**config.mk**
```make
export PLATFORM = sky130hd
export DESIGN_NAME = mem_dbus_ctrl
export DESIGN_NICKNAME = d
export VERILOG_FILES = /design/src/rtl/mem_dbus_ctrl_pkg.sv /design/src/rtl/mem_dbus_ctrl_align.sv /design/src/rtl/mem_dbus_ctrl.sv
export SDC_FILE = /design/constraint.sdc
export NUM_CORES = 1
export LEC_CHECK = 0
export ABC_AREA = 0
export BUFFER_PORTS_ARGS = -buffer_cell sky130_fd_sc_hd__clkbuf_2
export CORE_AREA = 2 2 157 159
export CTS_BUF_LIST = sky130_fd_sc_hd__clkbuf_16
export DETAILED_ROUTE_END_ITERATION = 7
export DIE_AREA = 0 0 159 161
export SKIP_LAST_GASP = 1
export SYNTH_ARGS = -nofsm -noshare
export SYNTH_HDL_FRONTEND = slang
export SYNTH_SLANG_ARGS = --single-unit
```
**constraint.sdc**
```tcl
create_clock -name clk -period 3.1 [get_ports clk]
set_input_delay 0.62 -clock clk [delete_from_list [all_inputs] [get_ports clk]]
set_output_delay 0.62 -clock clk [all_outputs]
set_load 0.01 [all_outputs]
```
**src/rtl/mem_dbus_ctrl_pkg.sv**
```systemverilog
// Shared data-bus types and byte-strobe constants for the MEM-stage bus controller.
// The request/response structs are the contract with the external bus responder.
package mem_dbus_ctrl_pkg;

  localparam int DBUS_XLEN = 64;

  typedef enum logic [1:0] {
    MSIZE_B = 2'd0,
    MSIZE_H = 2'd1,
    MSIZE_W = 2'd2,
    MSIZE_D = 2'd3
  } msize_t;

  localparam logic [7:0] STRB_B = 8'h01;
  localparam logic [7:0] STRB_H = 8'h03;
  localparam logic [7:0] STRB_W = 8'h0F;
  localparam logic [7:0] STRB_D = 8'hFF;

  typedef struct packed {
    logic                 valid;
    logic [DBUS_XLEN-1:0] addr;
    msize_t               size;
    logic [7:0]           strobe;
    logic [DBUS_XLEN-1:0] data;
  } dbus_req_t;

  typedef struct packed {
    logic                 addr_ok;
    logic                 data_ok;
    logic [DBUS_XLEN-1:0] data;
  } dbus_resp_t;

  function automatic logic [7:0] size_mask(input msize_t s);
    logic [7:0] m;
    case (s)
      MSIZE_B: m = STRB_B;
      MSIZE_H: m = STRB_H;
      MSIZE_W: m = STRB_W;
      default: m = STRB_D;
    endcase
    return m;
  endfunction

endpackage

```
**src/rtl/mem_dbus_ctrl_align.sv**
```systemverilog
// Byte-lane alignment: misalignment detect, store strobe/lane placement and
// load result extraction with sign/zero extension. Purely combinational.
module mem_align
  import mem_dbus_ctrl_pkg::*;
(
  input  msize_t      msize,
  input  logic [2:0]  offset,
  input  logic        is_store,
  input  logic        is_unsigned,
  input  logic [63:0] wdata,
  input  logic [63:0] rdata_raw,
  output logic        misaligned,
  output logic [7:0]  strobe,
  output logic [63:0] lane_data,
  output logic [63:0] rdata_ext
);

  logic [63:0] rshift;

  always_comb begin
    case (msize)
      MSIZE_B: misaligned = 1'b0;
      MSIZE_H: misaligned = offset[0];
      MSIZE_W: misaligned = |offset[1:0];
      default: misaligned = |offset;
    endcase
  end

  // Loads carry no strobe and no data toward the bus.
  always_comb begin
    strobe    = is_store ? (size_mask(msize) << offset) : 8'h00;
    lane_data = is_store ? (wdata << {offset, 3'b000}) : 64'h0;
  end

  always_comb begin
    rshift = rdata_raw >> {offset, 3'b000};
    case (msize)
      MSIZE_B: rdata_ext = is_unsigned ? {56'h0, rshift[7:0]}
                                       : {{56{rshift[7]}}, rshift[7:0]};
      MSIZE_H: rdata_ext = is_unsigned ? {48'h0, rshift[15:0]}
                                       : {{48{rshift[15]}}, rshift[15:0]};
      MSIZE_W: rdata_ext = is_unsigned ? {32'h0, rshift[31:0]}
                                       : {{32{rshift[31]}}, rshift[31:0]};
      default: rdata_ext = rshift;
    endcase
  end

endmodule

```
**src/rtl/mem_dbus_ctrl.sv**
```systemverilog
// MEM-stage data-bus controller: issues one bus request per load/store, stalls the
// front of the pipeline until data_ok, and presents the extended load result in DONE.
module mem_dbus_ctrl
  import mem_dbus_ctrl_pkg::*;
#(
  parameter int XLEN = 64
) (
  input  logic            clk,
  input  logic            reset,
  input  logic            mem_valid,
  input  logic            is_load,
  input  logic            is_store,
  input  msize_t          msize,
  input  logic            is_unsigned,
  input  logic [XLEN-1:0] addr,
  input  logic [XLEN-1:0] wdata,
  output dbus_req_t       dreq,
  input  dbus_resp_t      dresp,
  output logic            handshake_stall,
  output logic [XLEN-1:0] mem_rdata,
  output logic            misalign
);

  typedef enum logic [1:0] {
    IDLE = 2'd0,
    BUSY = 2'd1,
    DONE = 2'd2
  } state_t;

  state_t          state;
  logic [XLEN-1:0] rdata_q;

  logic            access;
  logic            misaligned;
  logic            start;
  logic            in_busy;
  logic [7:0]      strobe;
  logic [63:0]     lane_data;
  logic [63:0]     rdata_ext;
  logic [63:0]     load_capture;
  logic            unused_addr_ok;

  // addr_ok is informational only; completion is signalled by data_ok alone.
  assign unused_addr_ok = dresp.addr_ok;

  mem_align u_align (
    .msize       (msize),
    .offset      (addr[2:0]),
    .is_store    (is_store),
    .is_unsigned (is_unsigned),
    .wdata       (wdata),
    .rdata_raw   (dresp.data),
    .misaligned  (misaligned),
    .strobe      (strobe),
    .lane_data   (lane_data),
    .rdata_ext   (rdata_ext)
  );

  always_comb begin
    access  = is_load | is_store;
    in_busy = (state == BUSY);
    start   = (state == IDLE) & mem_valid & access & ~misaligned;
  end

  // Request fields track the MEM inputs directly; the stall keeps them frozen
  // for the whole transaction, so no separate request register is needed.
  always_comb begin
    dreq        = '0;
    dreq.valid  = start | in_busy;
    dreq.addr   = addr;
    dreq.size   = msize;
    dreq.strobe = strobe;
    dreq.data   = lane_data;
  end

  always_comb begin
    handshake_stall = start | in_busy;
    misalign        = (state == IDLE) & mem_valid & access & misaligned;
    mem_rdata       = (state == DONE) ? rdata_q : '0;
    load_capture    = is_load ? rdata_ext : 64'h0;
  end

  always_ff @(posedge clk) begin
    if (reset) begin
      state   <= IDLE;
      rdata_q <= '0;
    end else begin
      case (state)
        IDLE: begin
          if (start) begin
            if (dresp.data_ok) begin
              state   <= DONE;
              rdata_q <= load_capture;
            end else begin
              state <= BUSY;
            end
          end
        end
        BUSY: begin
          if (dresp.data_ok) begin
            state   <= DONE;
            rdata_q <= load_capture;
          end
        end
        DONE: begin
          state <= IDLE;
        end
        default: begin
          state <= IDLE;
        end
      endcase
    end
  end

endmodule

```
==> impl_results.html <==
<table>
<tr><th>Metric</th><th>Value</th></tr>
<tr><th colspan="2">Power</th></tr>
<tr><td>Cell-internal power</td><td>1770 uW</td></tr>
<tr><td>Combinational share of power</td><td>34.4%</td></tr>
<tr><td>P per Cell Area</td><td>310 nW/um^2</td></tr>
<tr><td>Power share of the sequential group</td><td>32.4%</td></tr>
<tr><td>Maximum VDD drop</td><td>0.212 mV</td></tr>
<tr><td>Switching pwr</td><td>921 uW</td></tr>
<tr><td>Static leakage</td><td>0.00400 uW</td></tr>
<tr><td>Net Sw Frac</td><td>34.2%</td></tr>
<tr><td>Share of total power in the clock network</td><td>33.1%</td></tr>
<tr><th colspan="2">STA</th></tr>
<tr><td>Setup repair after global routing missed its margin</td><td>no</td></tr>
<tr><td>Final setup fails</td><td>0</td></tr>
<tr><td>Crit path time final</td><td>2.86 ns</td></tr>
<tr><td>Fmax</td><td>350 MHz</td></tr>
<tr><td>Count of pins over their slew limit</td><td>0</td></tr>
<tr><td>Final worst hold slack</td><td>0.442 ns</td></tr>
<tr><td>Final Hold Violating Endpoints</td><td>0</td></tr>
<tr><td>Worst Clk Skew</td><td>0.00642 ns</td></tr>
<tr><td>Sum of negative setup slack</td><td>0 ns</td></tr>
<tr><td>Worst slew margin</td><td>27.5%</td></tr>
<tr><td>Final period util</td><td>92.2%</td></tr>
<tr><td>Slew of the pin with the lowest slew margin</td><td>1.09 ns</td></tr>
<tr><th colspan="2">Synth</th></tr>
<tr><td>Average instance area after synthesis</td><td>7.40 sq um</td></tr>
<tr><td>Warnings, synthesis</td><td>0</td></tr>
<tr><td>EDFF count, synth</td><td>0</td></tr>
<tr><td>Number of distinct library cell variants in the gate-level netlist after synthesis</td><td>43</td></tr>
<tr><td>Netlist Area Pre-Place</td><td>7040 sq um</td></tr>
<tr><td>Asr flop ratio synth</td><td>0%</td></tr>
<tr><td>Part of the Yosys area used for sequential elements</td><td>18.8%</td></tr>
<tr><td>Dominant cell type by area after synthesis</td><td>sky130_fd_sc_hd__dfxtp_1</td></tr>
<tr><td>Top cells by instance count after synthesis</td><td>142 x sky130_fd_sc_hd__nand2_1, 98 x sky130_fd_sc_hd__mux2i_1, 97 x sky130_fd_sc_hd__o21ai_0, 83 x sky130_fd_sc_hd__and2_1, 71 x sky130_fd_sc_hd__buf_4</td></tr>
<tr><td>Post-synth top area share</td><td>18.8%</td></tr>
<tr><td>Biggest area contributors in the synthesized netlist</td><td>sky130_fd_sc_hd__dfxtp_1 19%, sky130_fd_sc_hd__mux2i_1 14%, sky130_fd_sc_hd__mux2_2 8.6%</td></tr>
<tr><td>Syn Inst Count</td><td>951</td></tr>
<tr><td>Synth Net Count</td><td>1,153</td></tr>
<tr><td>Most frequently used flop master after synthesis</td><td>sky130_fd_sc_hd__dfxtp_1</td></tr>
<tr><td>Most common cell in the synthesized netlist</td><td>sky130_fd_sc_hd__nand2_1</td></tr>
<tr><td>Synth Register Bits</td><td>66</td></tr>
<tr><th colspan="2">Critical path</th></tr>
<tr><td>Reg2Reg Capture Point</td><td>rdata_q[24]</td></tr>
<tr><td>Sequence of cells on the critical path</td><td>buf_6, buf_4, mux2_2, mux2i_1, o22ai_1, and2_1, clkbuf_2</td></tr>
<tr><td>CP Data Required Time</td><td>2.48 ns</td></tr>
<tr><td>Maximum cell stage delay along the critical path</td><td>0.37 ns</td></tr>
<tr><td>Reg-to-Reg Start</td><td>state[1]</td></tr>
<tr><td>Endpoint kind of the worst setup timing path</td><td>primary output</td></tr>
<tr><td>Class of the most critical setup path</td><td>in -&gt; out</td></tr>
<tr><td>R2r worst-path depth</td><td>6</td></tr>
<tr><td>Top Family by Delay on Critical Path</td><td>buffers and inverters</td></tr>
<tr><td>Highest fanout seen on the critical path</td><td>49</td></tr>
<tr><td>R2R Setup Slk</td><td>1.00 ns</td></tr>
<tr><td>Critical path data arrival time</td><td>2.24 ns</td></tr>
<tr><td>Cell type of the slowest stage on the worst timing path</td><td>sky130_fd_sc_hd__buf_6</td></tr>
<tr><td>Critical path launch point type</td><td>primary input</td></tr>
<tr><td>Worst Path Buf+Inv</td><td>3</td></tr>
<tr><th colspan="2">Clocking</th></tr>
<tr><td>Cts bufs inserted</td><td>9</td></tr>
<tr><td>Clock sink count</td><td>66</td></tr>
<tr><td>Worst-path clk slew</td><td>0.05 ns</td></tr>
<tr><td>Clock tree from TritonCTS</td><td>done</td></tr>
<tr><td>Post-CTS Setup Repair Bufs</td><td>0</td></tr>
<tr><td>Root cell of the clock tree</td><td>sky130_fd_sc_hd__clkbuf_16</td></tr>
<tr><td>Insertion delay to the later sink of the worst-skew pair</td><td>0.34 ns</td></tr>
<tr><td>Clock buffer depth</td><td>2</td></tr>
<tr><td>Total number of H-tree levels</td><td>3</td></tr>
<tr><td>Count of cells resized by post-cts repair</td><td>0</td></tr>
<tr><td>Total of hold buffers inserted after clock tree synthesis</td><td>0</td></tr>
<tr><th colspan="2">Placement</th></tr>
<tr><td>Half-perimeter wire length after placement</td><td>22.6 mm</td></tr>
<tr><td>Placed instance area</td><td>8410 sq um</td></tr>
<tr><td>Routability Congestion</td><td>0.870</td></tr>
<tr><td>Port bufs</td><td>283</td></tr>
<tr><td>Total placed cells including tap cells</td><td>1,453</td></tr>
<tr><th colspan="2">Detailed routing</th></tr>
<tr><td>DR pass1 iterations</td><td>5</td></tr>
<tr><td>Total via count after detailed routing</td><td>7,517</td></tr>
<tr><td>ANT nets after route</td><td>0</td></tr>
<tr><td>Routed Wire Length</td><td>28.5 mm</td></tr>
<tr><td>Average wire per cell in the routed design</td><td>19.3 um</td></tr>
<tr><td>DR iter-0 viols</td><td>371</td></tr>
<tr><td>DRC violation count after routing</td><td>0</td></tr>
<tr><td>DR vias/cell</td><td>5.11</td></tr>
<tr><th colspan="2">Cells and area</th></tr>
<tr><td>Post-layout util</td><td>36.2%</td></tr>
<tr><td>Non-Filler Cell Area, Final</td><td>8670 sq um</td></tr>
<tr><td>Final std cells w/o fill</td><td>1,471</td></tr>
<tr><td>Fraction of layout cells with a size suffix above 1</td><td>38.0%</td></tr>
<tr><td>Area added between synthesis and finish</td><td>23.1%</td></tr>
<tr><td>Fin nets</td><td>1,342</td></tr>
<tr><th colspan="2">Floorplanning</th></tr>
<tr><td>Placeable Area</td><td>24,000 sq um</td></tr>
<tr><td>Die Y</td><td>161 um</td></tr>
<tr><td>Die W</td><td>159 um</td></tr>
<tr><td>Number of I/O pins</td><td>407</td></tr>
<tr><td>Number of cell rows</td><td>57</td></tr>
<tr><td>Floorplan die area</td><td>25,600 sq um</td></tr>
<tr><td>Initial standard-cell utilization of the core</td><td>29.4%</td></tr>
<tr><th colspan="2">Worst hold path</th></tr>
<tr><td>Worst Hold Endpoint</td><td>rdata_q[61]</td></tr>
<tr><td>Hold crit path type</td><td>reg -&gt; reg</td></tr>
<tr><td>Worst Hold Depth</td><td>2</td></tr>
<tr><td>Min-delay src</td><td>rdata_q[61]</td></tr>
<tr><th colspan="2">Global route</th></tr>
<tr><td>Pin count of the biggest net entering global routing</td><td>65</td></tr>
<tr><td>GRT Resource Usage Total</td><td>21.8%</td></tr>
<tr><td>Antenna violations before repair</td><td>5</td></tr>
<tr><td>Vias in the first global route</td><td>7,520</td></tr>
<tr><td>First-pass GRT wire length</td><td>43.7 mm</td></tr>
<tr><td>Congestion Overflow GR</td><td>0</td></tr>
<tr><th colspan="2">Status</th></tr>
<tr><td>Result of the run</td><td>finished clean</td></tr>
<tr><th colspan="2">Flow run</th></tr>
<tr><td>Count of maximum capacitance violations</td><td>0</td></tr>
</table>
[power by group through the flow]
stage / logic, uW / registers [uW] / clock network, uW
after floorplan: 637 / 887 / 0
after global placement: 922 / 890 / 0
after detailed placement: 922 / 890 / 0
after CTS: 927 / 872 / 907
after global routing: 1010 / 873 / 946
final: 926 / 872 / 890
[registers in the layout, summed over array words and instances (netlist names)]
| signal | flops |
|---|---|
| state | 2 |
| rdata_q | 64 |
[tightest hold or removal path: cells and delay by family (launching register included)]
kind             cells  cell delay (ns)
AO/OA/AOI/OAI        1             0.04
flip-flops           1             0.32
AND/OR/NAND/NOR      1             0.06
[cell usage in the layout (no fill, tap or decap), types with 8 or more instances in the layout]
master / instances
sky130_fd_sc_hd__nand2b_1: 9
sky130_fd_sc_hd__o221ai_1: 8
sky130_fd_sc_hd__nand2_1: 142
sky130_fd_sc_hd__nor2_1: 55
sky130_fd_sc_hd__a22o_1: 8
sky130_fd_sc_hd__o211ai_1: 22
sky130_fd_sc_hd__mux2i_1: 98
sky130_fd_sc_hd__nand3_1: 10
sky130_fd_sc_hd__o21ai_2: 30
sky130_fd_sc_hd__o21ai_0: 96
sky130_fd_sc_hd__o22ai_1: 16
sky130_fd_sc_hd__clkbuf_16: 9
sky130_fd_sc_hd__and2_1: 83
sky130_fd_sc_hd__nor2b_1: 34
sky130_fd_sc_hd__a21oi_1: 22
sky130_fd_sc_hd__buf_4: 39
sky130_fd_sc_hd__dfxtp_1: 66
sky130_fd_sc_hd__o21a_1: 9
sky130_fd_sc_hd__mux2_2: 54
sky130_fd_sc_hd__clkbuf_2: 281
[worst max-delay path by stage]
stage / start / end / slack, ns / depth (start not counted)
finish: addr[0] / dreq[41] / 0.24 / 7
global route: addr[0] / dreq[41] / 0.11 / 7
CTS: addr[0] / dreq[41] / 0.23 / 7
detailed placement: addr[0] / rdata_q[24] / 0.19 / 8
global placement: addr[0] / dreq[41] / 0.25 / 7
floorplan: addr[0] / dreq[0] / 0.31 / 7
[stage by stage]
| step | worst slack, ns | total power [uW] |
|---|---|---|
| after global placement | 0.248 | 1810 |
| after detailed placement | 0.190 | 1810 |
| final | 0.243 | 2690 |
| after floorplan | 0.307 | 1520 |
| after CTS | 0.234 | 2710 |
| after global routing | 0.109 | 2830 |
[routing by layer]
metal,share of wire [%],global-route usage [%],vias to the layer above
met2,48,37.9,325
met5,0.070,0,-
met4,5.2,12.2,2
met3,5.9,4.03,82
li1,-,-,3622
met1,40,25.4,3486
[logic make-up (layout without fill, tap and decap cells)]
family / after synthesis / count (layout) / share of synthesized area (%)
AO/OA/AOI/OAI: 232 / 232 / 21.5
buffers and inverters: 153 / 345 / 12.9
flip-flops: 66 / 66 / 18.8
multiplexers: 154 / 154 / 23.2
other: 0 / 4 / 0
AND/OR/NAND/NOR: 346 / 346 / 23.7
[area by class of cell]
type	count	area (sq um)
fillers	2641	15300
multi-input cells	732	4840
repair buffers	327	1830
flip-flops and latches	66	1320
well taps	324	405
clock buffers	9	225
clock inverters	5	23.8
inverters	4	15.0
diodes	4	10.0
Power figures use the tool's default switching activity.
